### config.mk
export PLATFORM = sky130hd
export DESIGN_NAME = seq_divider_flat
export DESIGN_NICKNAME = d
export VERILOG_FILES = /design/src/rtl/seq_divider_pkg.sv /design/src/rtl/seq_divider_if.sv /design/src/rtl/divider_control_unit.sv /design/src/rtl/seq_divider.sv /design/src/flat_wrapper.sv
export SDC_FILE = /design/constraint.sdc
export NUM_CORES = 1
export LEC_CHECK = 0
export ABC_AREA = 0
export BUFFER_PORTS_ARGS = -buffer_cell sky130_fd_sc_hd__buf_4
export CAP_MARGIN = 5
export CORE_MARGIN = 3
export CORE_UTILIZATION = 52
export CTS_BUF_LIST = sky130_fd_sc_hd__clkbuf_16
export CTS_CLUSTER_DIAMETER = 50
export CTS_CLUSTER_SIZE = 24
export DETAILED_ROUTE_END_ITERATION = 8
export GPL_TIMING_DRIVEN = 0
export PLACE_DENSITY = 0.75
export SKIP_LAST_GASP = 1
export SYNTH_ARGS = -nofsm -noshare
export SYNTH_HDL_FRONTEND = slang
export SYNTH_SLANG_ARGS = --single-unit
### constraint.sdc
create_clock -name clk -period 2.52 [get_ports clk]
set_input_delay 0.378 -clock clk [delete_from_list [all_inputs] [get_ports clk]]
set_output_delay 0.378 -clock clk [all_outputs]
set_load 0.02 [all_outputs]
### src/rtl/seq_divider_pkg.sv
// Shared definitions for the sequential divider: the control state
// encoding, common with the multiplier control unit.
package seq_divider_pkg;

    // Encoding 0 is never entered on purpose; it recovers to ST_IDLE.
    typedef enum logic [1:0] {
        ST_ILLEGAL = 2'd0,
        ST_IDLE    = 2'd1,
        ST_RUN     = 2'd2,
        ST_DONE    = 2'd3
    } state_t;

endpackage

### src/rtl/seq_divider_if.sv
// Start/done handshake and operand/result bus of the sequential divider.
//
// Handshake: the requester raises start with operands valid and holds it
// high until done is seen; operands are only sampled on the load edge
// (IDLE with start=1). done stays high, with results stable, for as long
// as start stays high; start must then be low for at least one edge before
// the next request is accepted.
interface seq_divider_if
    import seq_divider_pkg::*;
#(
    parameter int IN_WIDTH = 8
) ();

    logic                start;
    logic [IN_WIDTH-1:0] dividend;
    logic [IN_WIDTH-1:0] divisor;
    logic [IN_WIDTH-1:0] quotient;
    logic [IN_WIDTH-1:0] remainder;
    logic                done;
    logic                busy;
    logic                div_by_zero;
    state_t              state;       // debug view of the control state

    modport master (
        output start, dividend, divisor,
        input  quotient, remainder, done, busy, div_by_zero, state
    );

    modport slave (
        input  start, dividend, divisor,
        output quotient, remainder, done, busy, div_by_zero, state
    );

endinterface

### src/rtl/divider_control_unit.sv
// Control FSM of the sequential divider: sequences load, the per-bit
// iterations and the result write, and drives busy/done from the state.
module divider_control_unit
    import seq_divider_pkg::*;
(
    input  logic   clk,
    input  logic   rst,
    input  logic   i_start,
    input  logic   i_div_zero,
    input  logic   i_last,
    output logic   o_load,
    output logic   o_en,
    output logic   o_write_result,
    output logic   o_busy,
    output logic   o_done,
    output state_t o_state
);

    state_t r_state;
    state_t w_next_state;

    // State register; reset lands in IDLE so busy/done drop immediately.
    always_ff @(posedge clk or posedge rst) begin
        if (rst) begin
            r_state <= ST_IDLE;
        end else begin
            r_state <= w_next_state;
        end
    end

    // Next-state and control strobes.
    always_comb begin
        w_next_state   = r_state;
        o_load         = 1'b0;
        o_en           = 1'b0;
        o_write_result = 1'b0;
        o_busy         = 1'b0;
        o_done         = 1'b0;
        case (r_state)
            ST_IDLE: begin
                if (i_start) begin
                    if (i_div_zero) begin
                        // Zero divisor: write the saturated result now.
                        o_write_result = 1'b1;
                        w_next_state   = ST_DONE;
                    end else begin
                        o_load       = 1'b1;
                        w_next_state = ST_RUN;
                    end
                end
            end
            ST_RUN: begin
                o_busy = 1'b1;
                o_en   = 1'b1;
                if (i_last) begin
                    o_write_result = 1'b1;
                    w_next_state   = ST_DONE;
                end
            end
            ST_DONE: begin
                o_done = 1'b1;
                if (!i_start) begin
                    w_next_state = ST_IDLE;
                end
            end
            default: begin
                w_next_state = ST_IDLE;
            end
        endcase
    end

    assign o_state = r_state;

endmodule

### src/rtl/seq_divider.sv
// Sequential unsigned restoring divider, one quotient bit per clock.
// Holds the datapath (working registers, trial subtract, bit counter) and
// the registered results; sequencing lives in divider_control_unit.
module seq_divider
    import seq_divider_pkg::*;
#(
    parameter int IN_WIDTH = 8
) (
    input  logic         clk,
    input  logic         rst,
    seq_divider_if.slave bus
);

    localparam int CW = $clog2(IN_WIDTH + 1);

    // The partial remainder is always below the divisor, so its bit
    // IN_WIDTH is always zero after an iteration; only the low bits are kept.
    logic [IN_WIDTH-1:0] r_rem;
    logic [IN_WIDTH-1:0] r_quo;
    logic [IN_WIDTH-1:0] r_dvs;
    logic [CW-1:0]       r_count;
    logic [IN_WIDTH-1:0] r_quotient;
    logic [IN_WIDTH-1:0] r_remainder;
    logic                r_div_by_zero;

    logic                w_load;
    logic                w_en;
    logic                w_write_result;
    logic                w_div_zero;
    logic                w_last;
    logic [IN_WIDTH:0]   w_shift;
    logic [IN_WIDTH:0]   w_trial;
    logic [IN_WIDTH-1:0] w_rem_next;
    logic [IN_WIDTH-1:0] w_quo_next;

    assign w_div_zero = (bus.divisor == '0);
    assign w_last     = (r_count == CW'(1));

    // One restoring step: shift in the next dividend bit, try the subtract,
    // keep it only when it did not go negative.
    always_comb begin
        w_shift = {r_rem, r_quo[IN_WIDTH-1]};
        w_trial = w_shift - {1'b0, r_dvs};
        if (!w_trial[IN_WIDTH]) begin
            w_rem_next = w_trial[IN_WIDTH-1:0];
            w_quo_next = {r_quo[IN_WIDTH-2:0], 1'b1};
        end else begin
            w_rem_next = w_shift[IN_WIDTH-1:0];
            w_quo_next = {r_quo[IN_WIDTH-2:0], 1'b0};
        end
    end

    divider_control_unit u_ctrl (
        .clk            (clk),
        .rst            (rst),
        .i_start        (bus.start),
        .i_div_zero     (w_div_zero),
        .i_last         (w_last),
        .o_load         (w_load),
        .o_en           (w_en),
        .o_write_result (w_write_result),
        .o_busy         (bus.busy),
        .o_done         (bus.done),
        .o_state        (bus.state)
    );

    // Working registers: capture operands on load, iterate while running.
    always_ff @(posedge clk or posedge rst) begin
        if (rst) begin
            r_rem   <= '0;
            r_quo   <= '0;
            r_dvs   <= '0;
            r_count <= '0;
        end else if (w_load) begin
            r_rem   <= '0;
            r_quo   <= bus.dividend;
            r_dvs   <= bus.divisor;
            r_count <= CW'(IN_WIDTH);
        end else if (w_en) begin
            r_rem   <= w_rem_next;
            r_quo   <= w_quo_next;
            r_count <= r_count - CW'(1);
        end
    end

    // Result registers: written once per operation, held otherwise.
    always_ff @(posedge clk or posedge rst) begin
        if (rst) begin
            r_quotient    <= '0;
            r_remainder   <= '0;
            r_div_by_zero <= 1'b0;
        end else if (w_write_result) begin
            if (w_en) begin
                r_quotient    <= w_quo_next;
                r_remainder   <= w_rem_next;
                r_div_by_zero <= 1'b0;
            end else begin
                r_quotient    <= '1;
                r_remainder   <= bus.dividend;
                r_div_by_zero <= 1'b1;
            end
        end
    end

    assign bus.quotient    = r_quotient;
    assign bus.remainder   = r_remainder;
    assign bus.div_by_zero = r_div_by_zero;

endmodule

### src/flat_wrapper.sv
// flat-port wrapper written by rule: the top's interface ports become plain ports
module seq_divider_flat import seq_divider_pkg::*;
#(
    parameter int IN_WIDTH = 8
)
  (clk, rst, bus_start, bus_dividend, bus_divisor, bus_quotient, bus_remainder, bus_done, bus_busy, bus_div_by_zero, bus_state);
  seq_divider_if #(.IN_WIDTH(IN_WIDTH)) bus_i ();
  input  logic clk;
  input  logic rst;
  input wire logic [$bits(bus_i.start)-1:0] bus_start;
  input wire logic [$bits(bus_i.dividend)-1:0] bus_dividend;
  input wire logic [$bits(bus_i.divisor)-1:0] bus_divisor;
  output wire logic [$bits(bus_i.quotient)-1:0] bus_quotient;
  output wire logic [$bits(bus_i.remainder)-1:0] bus_remainder;
  output wire logic [$bits(bus_i.done)-1:0] bus_done;
  output wire logic [$bits(bus_i.busy)-1:0] bus_busy;
  output wire logic [$bits(bus_i.div_by_zero)-1:0] bus_div_by_zero;
  output wire logic [$bits(bus_i.state)-1:0] bus_state;
  assign bus_i.start = bus_start;
  assign bus_i.dividend = bus_dividend;
  assign bus_i.divisor = bus_divisor;
  assign bus_quotient = bus_i.quotient;
  assign bus_remainder = bus_i.remainder;
  assign bus_done = bus_i.done;
  assign bus_busy = bus_i.busy;
  assign bus_div_by_zero = bus_i.div_by_zero;
  assign bus_state = bus_i.state;
  seq_divider #(.IN_WIDTH(IN_WIDTH)) u_core (.clk(clk), .rst(rst), .bus(bus_i));
endmodule
==> results_dict.tcl, run 1 <==
set metrics [dict create \
    antenna_cells 0 \
    post-route-drc-count 0 \
    die_wd_um 79.0 \
    crit_chain "inv_2 -> ha_4 -> inv_2 -> fa_2 -> a211oi_4 -> buf_4 -> buf_4 -> o21bai_1 -> a21oi_2 -> xnor2_1 -> o31ai_4 -> o21ai_1" \
    worstPathMaxFanout 3 \
    number_of_enable_flip_flop_cells_after_synthesis 0 \
    report.final.slew_viol_count 0 \
    port-buffer-count 39 \
    xor_xnor_share_of_the_synthesized_area_pct 2.53 \
    final_net_count 381 \
    final.fill_count 413 \
    synth.ff_latch_count 47 \
    synth.mux.area_fraction_pct 5.60 \
    grt_setup_unrepaired "true" \
    wl_um 7440 \
    vdd_ir_drop_max_mv 0.965 \
    finalHoldViolCount 0 \
    drt.antenna.violating_nets 0 \
    timing.critical_path.to_type "flop" \
    yosys.area_share.simple_pct 16.4 \
    hold_slack_ps 308 \
    cap_viol_max_count 0 \
    share_comb_of_total_power_pct 63.8 \
    std_cell_rows 25 \
    synthesis.area_mm2 0.00277 \
    synth_top_family_by_area "compound AO/OA/AOI/OAI gates" \
    synth_compound_gate_area_share_pct 21.1 \
    cp.arrival_ps 2660 \
    route.vias.total 2519 \
    cts_sinks 47 \
    critical-path-top-delay-family "compound AO/OA/AOI/OAI gates" \
    clk_latency_ps 290 \
    setup_total_negative_slack_ps 0 \
    tritoncts "done" \
    pin_count 40 \
    power_switching_share_pct 46.7 \
    synth_warnings 0 \
    fp.dieH_um 79.0 \
    global_route_wire_length_before_repair_um 12100 \
    seqCellArea_mm2 0.00118 \
    power.density_cell_area_mw_per_mm2 1600 \
    power.share.clock_pct 11.8 \
    worst_hold_path_type "input pin to flop" \
    postSynth.asyncResetShare_pct 100 \
    multi_input_area_mm2 0.00159 \
    clock_tree.root_cell "sky130_fd_sc_hd__clkbuf_16" \
    timing.critical_path.from_type "flop" \
    vias_in_the_first_global_route 2475 \
    detail_route.first_pass.iterations 5 \
    synth_nets 328 \
    run_status "complete, no violations" \
    initial_antenna_violation_count 0 \
    final.setup_skew_ps 4.23 \
    global_route.overflow_total 0 \
    setup_violations 0 \
    ys_dominant_reg_cell "sky130_fd_sc_hd__dfrtp_1" \
    p_leak_nw 1.58 \
    post-route-min-period_ps 2490 \
    slew_headroom_pct 53.3 \
    maxClockFrequency_ghz 0.401 \
    whs_path_depth 3 \
    clk_buf_depth 2 \
    h-tree-depth 2 \
    core_mm2 0.00494 \
    critical_path_class "flop to flop" \
    gp_congestion 0.861 \
    critical-path-max-stage-delay_ps 440 \
    grt_max_degree 41 \
    groute.usage.overall_pct 24.8 \
    power.sequential.fraction_pct 24.5 \
    yosys.cell_types.count 60 \
    worst_setup_hold_path_clk_slew_ps 70 \
    syn_inst 295 \
    switchingPower_mw 2.61 \
    synth.avg_cell_area_um2 9.40 \
    post-route-period-util_pct 99.0 \
    cpMaxStageDelayCell "sky130_fd_sc_hd__fa_2" \
    area_growth_pct 26.1 \
    post_route_cells_drive_above_1_share_pct 28.7 \
    yosysSeqAreaShare_pct 42.5 \
    timing.critical_path.buf_inv 4 \
    fp.dieArea_mm2 0.00624 \
    dpl.hpwl_um 5110 \
    most-common-layout-cells "46 x sky130_fd_sc_hd__buf_4, 46 x sky130_fd_sc_hd__dfrtp_1, 42 x sky130_fd_sc_hd__nand2_1, 29 x sky130_fd_sc_hd__o21ai_0, 16 x sky130_fd_sc_hd__nor2_1" \
    synth_fa_ha_area_share_pct 6.59 \
    vias_per_cell 6.06 \
    worst_pin_slew_ps 700 \
    ff2ff_path_depth 12 \
    initial_core_util_pct 56.1 \
    initialDrtViolationCount 255 \
    cts_made_buffers 5 \
    route.detailed.wl_per_inst_um 17.9 \
    cp_data_required_time_ps 2690 \
    cell_internal_pwr_mw 2.98 \
    cp_num_cells 12 \
]
## Yosys cell counts (2+ instances only)
library cell               count  area (um2)
sky130_fd_sc_hd__a211oi_1      5        37.5
sky130_fd_sc_hd__mux2i_1      13         130
sky130_fd_sc_hd__a221o_1       2        20.0
sky130_fd_sc_hd__or4_4         2        22.5
sky130_fd_sc_hd__buf_6         3        33.8
sky130_fd_sc_hd__o21ai_0      29         145
sky130_fd_sc_hd__xnor2_1       4        35.0
sky130_fd_sc_hd__nor2_4        2        22.5
sky130_fd_sc_hd__nand2_1      43         161
sky130_fd_sc_hd__o211a_1       2        20.0
sky130_fd_sc_hd__o22ai_1       2        12.5
sky130_fd_sc_hd__nand3_1       3        15.0
sky130_fd_sc_hd__nor2_1       16        60.1
sky130_fd_sc_hd__nor3_1        5        25.0
sky130_fd_sc_hd__o21ai_1       6        30.0
sky130_fd_sc_hd__a211oi_2      2        25.0
sky130_fd_sc_hd__xor2_1        4        35.0
sky130_fd_sc_hd__dfrtp_1      46        1150
sky130_fd_sc_hd__ha_1         13         163
sky130_fd_sc_hd__a21boi_0      2        15.0
sky130_fd_sc_hd__clkbuf_1      9        33.8
sky130_fd_sc_hd__o221ai_1      3        26.3
sky130_fd_sc_hd__o21a_1        2        15.0
sky130_fd_sc_hd__a21o_1        3        22.5
sky130_fd_sc_hd__inv_1        17        63.8
sky130_fd_sc_hd__nand2b_1      4        25.0
sky130_fd_sc_hd__or2_2         2        12.5
sky130_fd_sc_hd__a21oi_1      17        85.1
sky130_fd_sc_hd__and2_1        2        12.5
sky130_fd_sc_hd__nor3_2        2        20.0
## cell families (layout without fill, tap and decap cells)
kind of cell / Yosys count / after routing
buf+inv: 32 / 86
flops: 47 / 47
fa+ha+maj: 14 / 14
simple gates: 91 / 91
mux: 15 / 15
xor+xnor: 8 / 8
compound gates: 88 / 88
## per-layer routing
layer | global-route usage [%] | up-vias | part of all wire (%)
met5 | 0 | - | 0
met4 | 8.93 | 0 | 2.1
met3 | 4.31 | 20 | 6.2
met2 | 41.1 | 107 | 51
met1 | 32.6 | 1243 | 41
li1 | - | 1149 | -
## worst register-to-register path: cells and delay by family (launching register included)
family          cells  cell delay (ps)
fa+ha+maj           2              580
compound gates      5              870
flops               1              400
xor+xnor            1              130
buf+inv             4              390
## power groups by stage
stage	Clock, mW	Combinational, mW	Sequential, mW
CTS	0.659	3.20	1.35
global placement	0	2.87	1.34
global route	0.697	3.88	1.40
finish	0.658	3.56	1.37
detailed placement	0	2.96	1.35
floorplan	0	2.11	1.42
## area by class of cell
class	count	share of cell area [%]
flip-flops and latches	47	33.7
plain buffers	13	1.97
clock buffers	5	3.58
inverters	18	1.93
well taps	67	2.40
clock inverters	3	0.572
multi-input cells	216	45.4
repair buffers	47	10.5
## through the flow
step           worst slack, ps  instances  power (mW)  util, %  area (um2)
2_1_floorplan              119        295        3.53        -        2770
6_report                  25.2        416        5.59     70.8        3500
3_3_place_gp              -100        401        4.21     63.7        3150
3_5_place_dp              -138        402        4.32     64.1        3170
4_1_cts                   30.5        415        5.21     68.7        3390
5_1_grt                  -84.3        416        5.98     70.8        3500
## worst paths after layout
path	from	slack, ps	to
max	u_core.r_quo[7]$_DFFE_PP0P_	30	u_core.bus.remainder[6]$_DFFE_PP0P_
min	bus_divisor[4]	310	u_core.r_dvs[4]$_DFFE_PP0P_
max reg2reg	u_core.r_quo[7]$_DFFE_PP0P_	30	u_core.bus.remainder[6]$_DFFE_PP0P_
min reg2reg	u_core.bus.quotient[6]$_DFFE_PP0P_	470	u_core.bus.quotient[6]$_DFFE_PP0P_
max in group asynchronous	rst	1450	u_core.u_ctrl.o_state[0]$_DFFE_PP1P_
min in group asynchronous	rst	550	u_core.r_rem[1]$_DFFE_PP0P_
## state kept, by name (all words and copies together) (netlist names)
signal	flops
u_core.bus.div_by_zero	1
u_core.bus.quotient	8
u_core.bus.remainder	8
u_core.r_count	4
u_core.r_dvs	8
u_core.r_quo	8
u_core.r_rem	8
u_core.u_ctrl.o_state	2
## repair_timing
action | in CTS | in global routing
cloned | 0 | 0
hold buffers | 1 | 0
hold endpoints to repair | 1 | 0
setup buffers | 4 | 2
endpoints found under the setup margin | 16 | 16
pin swaps | 1 | 16
resized for setup | 7 | 24
Note: power is estimated with default switching activity, not from simulation.
==> run 2: changes to the inputs <==
--- a/config.mk
+++ b/config.mk
@@ -15,7 +15,7 @@
 export CTS_CLUSTER_SIZE = 24
 export DETAILED_ROUTE_END_ITERATION = 8
 export GPL_TIMING_DRIVEN = 0
-export PLACE_DENSITY = 0.75
+export PLACE_DENSITY_LB_ADDON = 0.1
 export SKIP_LAST_GASP = 1
 export SYNTH_ARGS = -nofsm -noshare
 export SYNTH_HDL_FRONTEND = slang
==> run 2 against run 1 <==
Net effect:
- final area decreased by 1.1%
- sequential share of layout area increased by 0.37 points
- core utilization shrank 0.76 points
- global-route usage decreased by 0.27 points
- wire length fell by 7.3%
- clock skew about the same
- cell count is 0.72% lower
- largest power group unchanged
==> results_dict.tcl, run 2 (same netlist as run 1, synthesis figures left out) <==
set metrics [dict create \
    setup_total_negative_slack_ps 0 \
    post_route_cells_drive_above_1_share_pct 26.3 \
    post-place-cells 402 \
    setup_violations 0 \
    initial_core_util_pct 56.1 \
    grt_max_degree 32 \
    die_wd_um 79.0 \
    groute.usage.overall_pct 24.5 \
    seqCellArea_mm2 0.00118 \
    cap_viol_max_count 0 \
    post_layout_nonfiller_instances 413 \
    h-tree-depth 2 \
    report.final.slew_viol_count 0 \
    slew_headroom_pct 54.4 \
    critical-path-max-stage-delay_ps 570 \
    power.density_cell_area_mw_per_mm2 1580 \
    run_status "complete, no violations" \
    pin_count 40 \
    vdd_ir_drop_max_mv 0.935 \
    cp.arrival_ps 2630 \
    initial_antenna_violation_count 0 \
    worst_pin_slew_ps 684 \
    clk_buf_depth 2 \
    p_leak_nw 1.57 \
    vias_in_the_first_global_route 2339 \
    cts_sinks 47 \
    finalHoldViolCount 0 \
    maxClockFrequency_ghz 0.414 \
    cts_made_buffers 5 \
    fp.dieArea_mm2 0.00624 \
    tritoncts "done" \
    dp_slack_ps -160 \
    antenna_cells 0 \
    multi_input_area_mm2 0.00154 \
    most-common-layout-cells "46 x sky130_fd_sc_hd__dfrtp_1, 43 x sky130_fd_sc_hd__buf_4, 42 x sky130_fd_sc_hd__nand2_1, 29 x sky130_fd_sc_hd__o21ai_0, 16 x sky130_fd_sc_hd__nor2_1" \
    wl_um 6900 \
    cpMaxStageDelayCell "sky130_fd_sc_hd__or4_4" \
    grt_setup_unrepaired "true" \
    timing.critical_path.from_type "flop" \
    route.vias.total 2345 \
    clock_tree.root_cell "sky130_fd_sc_hd__clkbuf_16" \
    final_net_count 378 \
    final.setup_skew_ps 3.97 \
    core_mm2 0.00494 \
    detail_route.first_pass.iterations 4 \
    vias_per_cell 5.68 \
    post-route-drc-count 0 \
    worst_hold_path_type "input pin to asynchronous set/reset pin" \
    area_growth_pct 24.8 \
    global_route.overflow_total 0 \
    cts_stage_hold_buffer_count 0 \
    timing.critical_path.to_type "flop" \
    post-route-min-period_ps 2410 \
    route.detailed.wl_per_inst_um 16.7 \
    global_route_wire_length_before_repair_um 11700 \
    worst_slack_ps 105 \
    final.fill_count 423 \
    gp_congestion 0.864 \
    worst_setup_hold_path_clk_slew_ps 60 \
    port-buffer-count 39 \
    drt.antenna.violating_nets 0 \
    worstPathMaxFanout 3 \
    crit_chain "inv_2 -> ha_2 -> inv_1 -> fa_2 -> xnor2_1 -> nand2_1 -> a21boi_1 -> o221ai_1 -> or4_4 -> a21oi_1" \
    dpl.hpwl_um 5070 \
    critical_path_class "flop to flop" \
    final_common_cell "sky130_fd_sc_hd__dfrtp_1" \
    cp_data_required_time_ps 2730 \
    fp.dieH_um 79.0 \
    clk_latency_ps 290 \
    post-route-period-util_pct 95.8 \
    std_cell_rows 25 \
    initialDrtViolationCount 156 \
]
## run 2: worst paths after layout
check                                                        start                                   to  slack [ps]  cells after the start
worst max-delay path                   u_core.r_quo[7]$_DFFE_PP0P_          u_core.r_rem[2]$_DFFE_PP0P_         110                     10
min in group clk                                    bus_divisor[2]          u_core.r_dvs[2]$_DFFE_PP0P_         300                      3
max in group asynchronous                                      rst  u_core.bus.remainder[3]$_DFFE_PP0P_        1960                      3
worst min-delay path                                           rst          u_core.r_dvs[0]$_DFFE_PP0P_          80                      2
worst min register to register  u_core.bus.quotient[6]$_DFFE_PP0P_   u_core.bus.quotient[6]$_DFFE_PP0P_         470                      2
worst max register to register         u_core.r_quo[7]$_DFFE_PP0P_          u_core.r_rem[2]$_DFFE_PP0P_         110                     10
## run 2: metrics by stage
step | power [mW] | hold slack, ps | area, um2 | util (%)
after global routing | 5.88 | 97.3 | 3460 | 70.0
after global placement | 4.20 | 452 | 3150 | 63.7
after detailed placement | 4.28 | 395 | 3170 | 64.1
final | 5.45 | 76.8 | 3460 | 70.0
after floorplan | 3.53 | 487 | 2770 | -
after CTS | 5.28 | 90.7 | 3410 | 69.0
## run 2: power breakdown
| part | switching, mW | internal (mW) | leakage [nW] |
|---|---|---|---|
| Sequential | 0.246 | 1.09 | 0.595 |
| Combinational | 1.94 | 1.40 | 0.897 |
| Clock | 0.300 | 0.472 | 0.0804 |
## run 2: layer usage
metal | vias up | wire, um | GRT usage (%)
li1 | 1145 | - | -
met5 | - | 0 | 0
met2 | 73 | 3280 | 39.0
met4 | 0 | 160 | 8.25
met1 | 1114 | 3060 | 33.5
met3 | 13 | 404 | 4.99
## run 2: area by class of cell
type | instances | area share, %
inverters | 18 | 1.95
repair buffers | 44 | 10.0
flip-flops and latches | 47 | 34.0
well taps | 67 | 2.42
plain buffers | 13 | 1.99
clock inverters | 3 | 1.34
clock buffers | 5 | 3.62
multi-input cells | 216 | 44.6
## run 2: what timing repair did
action / CTS / global route
pin swaps: 7 / 8
endpoints found under the hold margin: 0 / 0
gates resized for setup: 11 / 12
setup buffers: 3 / 1
endpoints found under the setup margin: 17 / 17
## run 2: critical path, delay by kind of cell (launching register included)
family | cells | cell delay, ps
AOI/OAI and AO/OA | 3 | 420
adders and majority gates | 2 | 550
xor gates and xnor gates | 1 | 180
buffers and inverters | 2 | 120
and+or+nand+nor | 2 | 670
DFF | 1 | 400
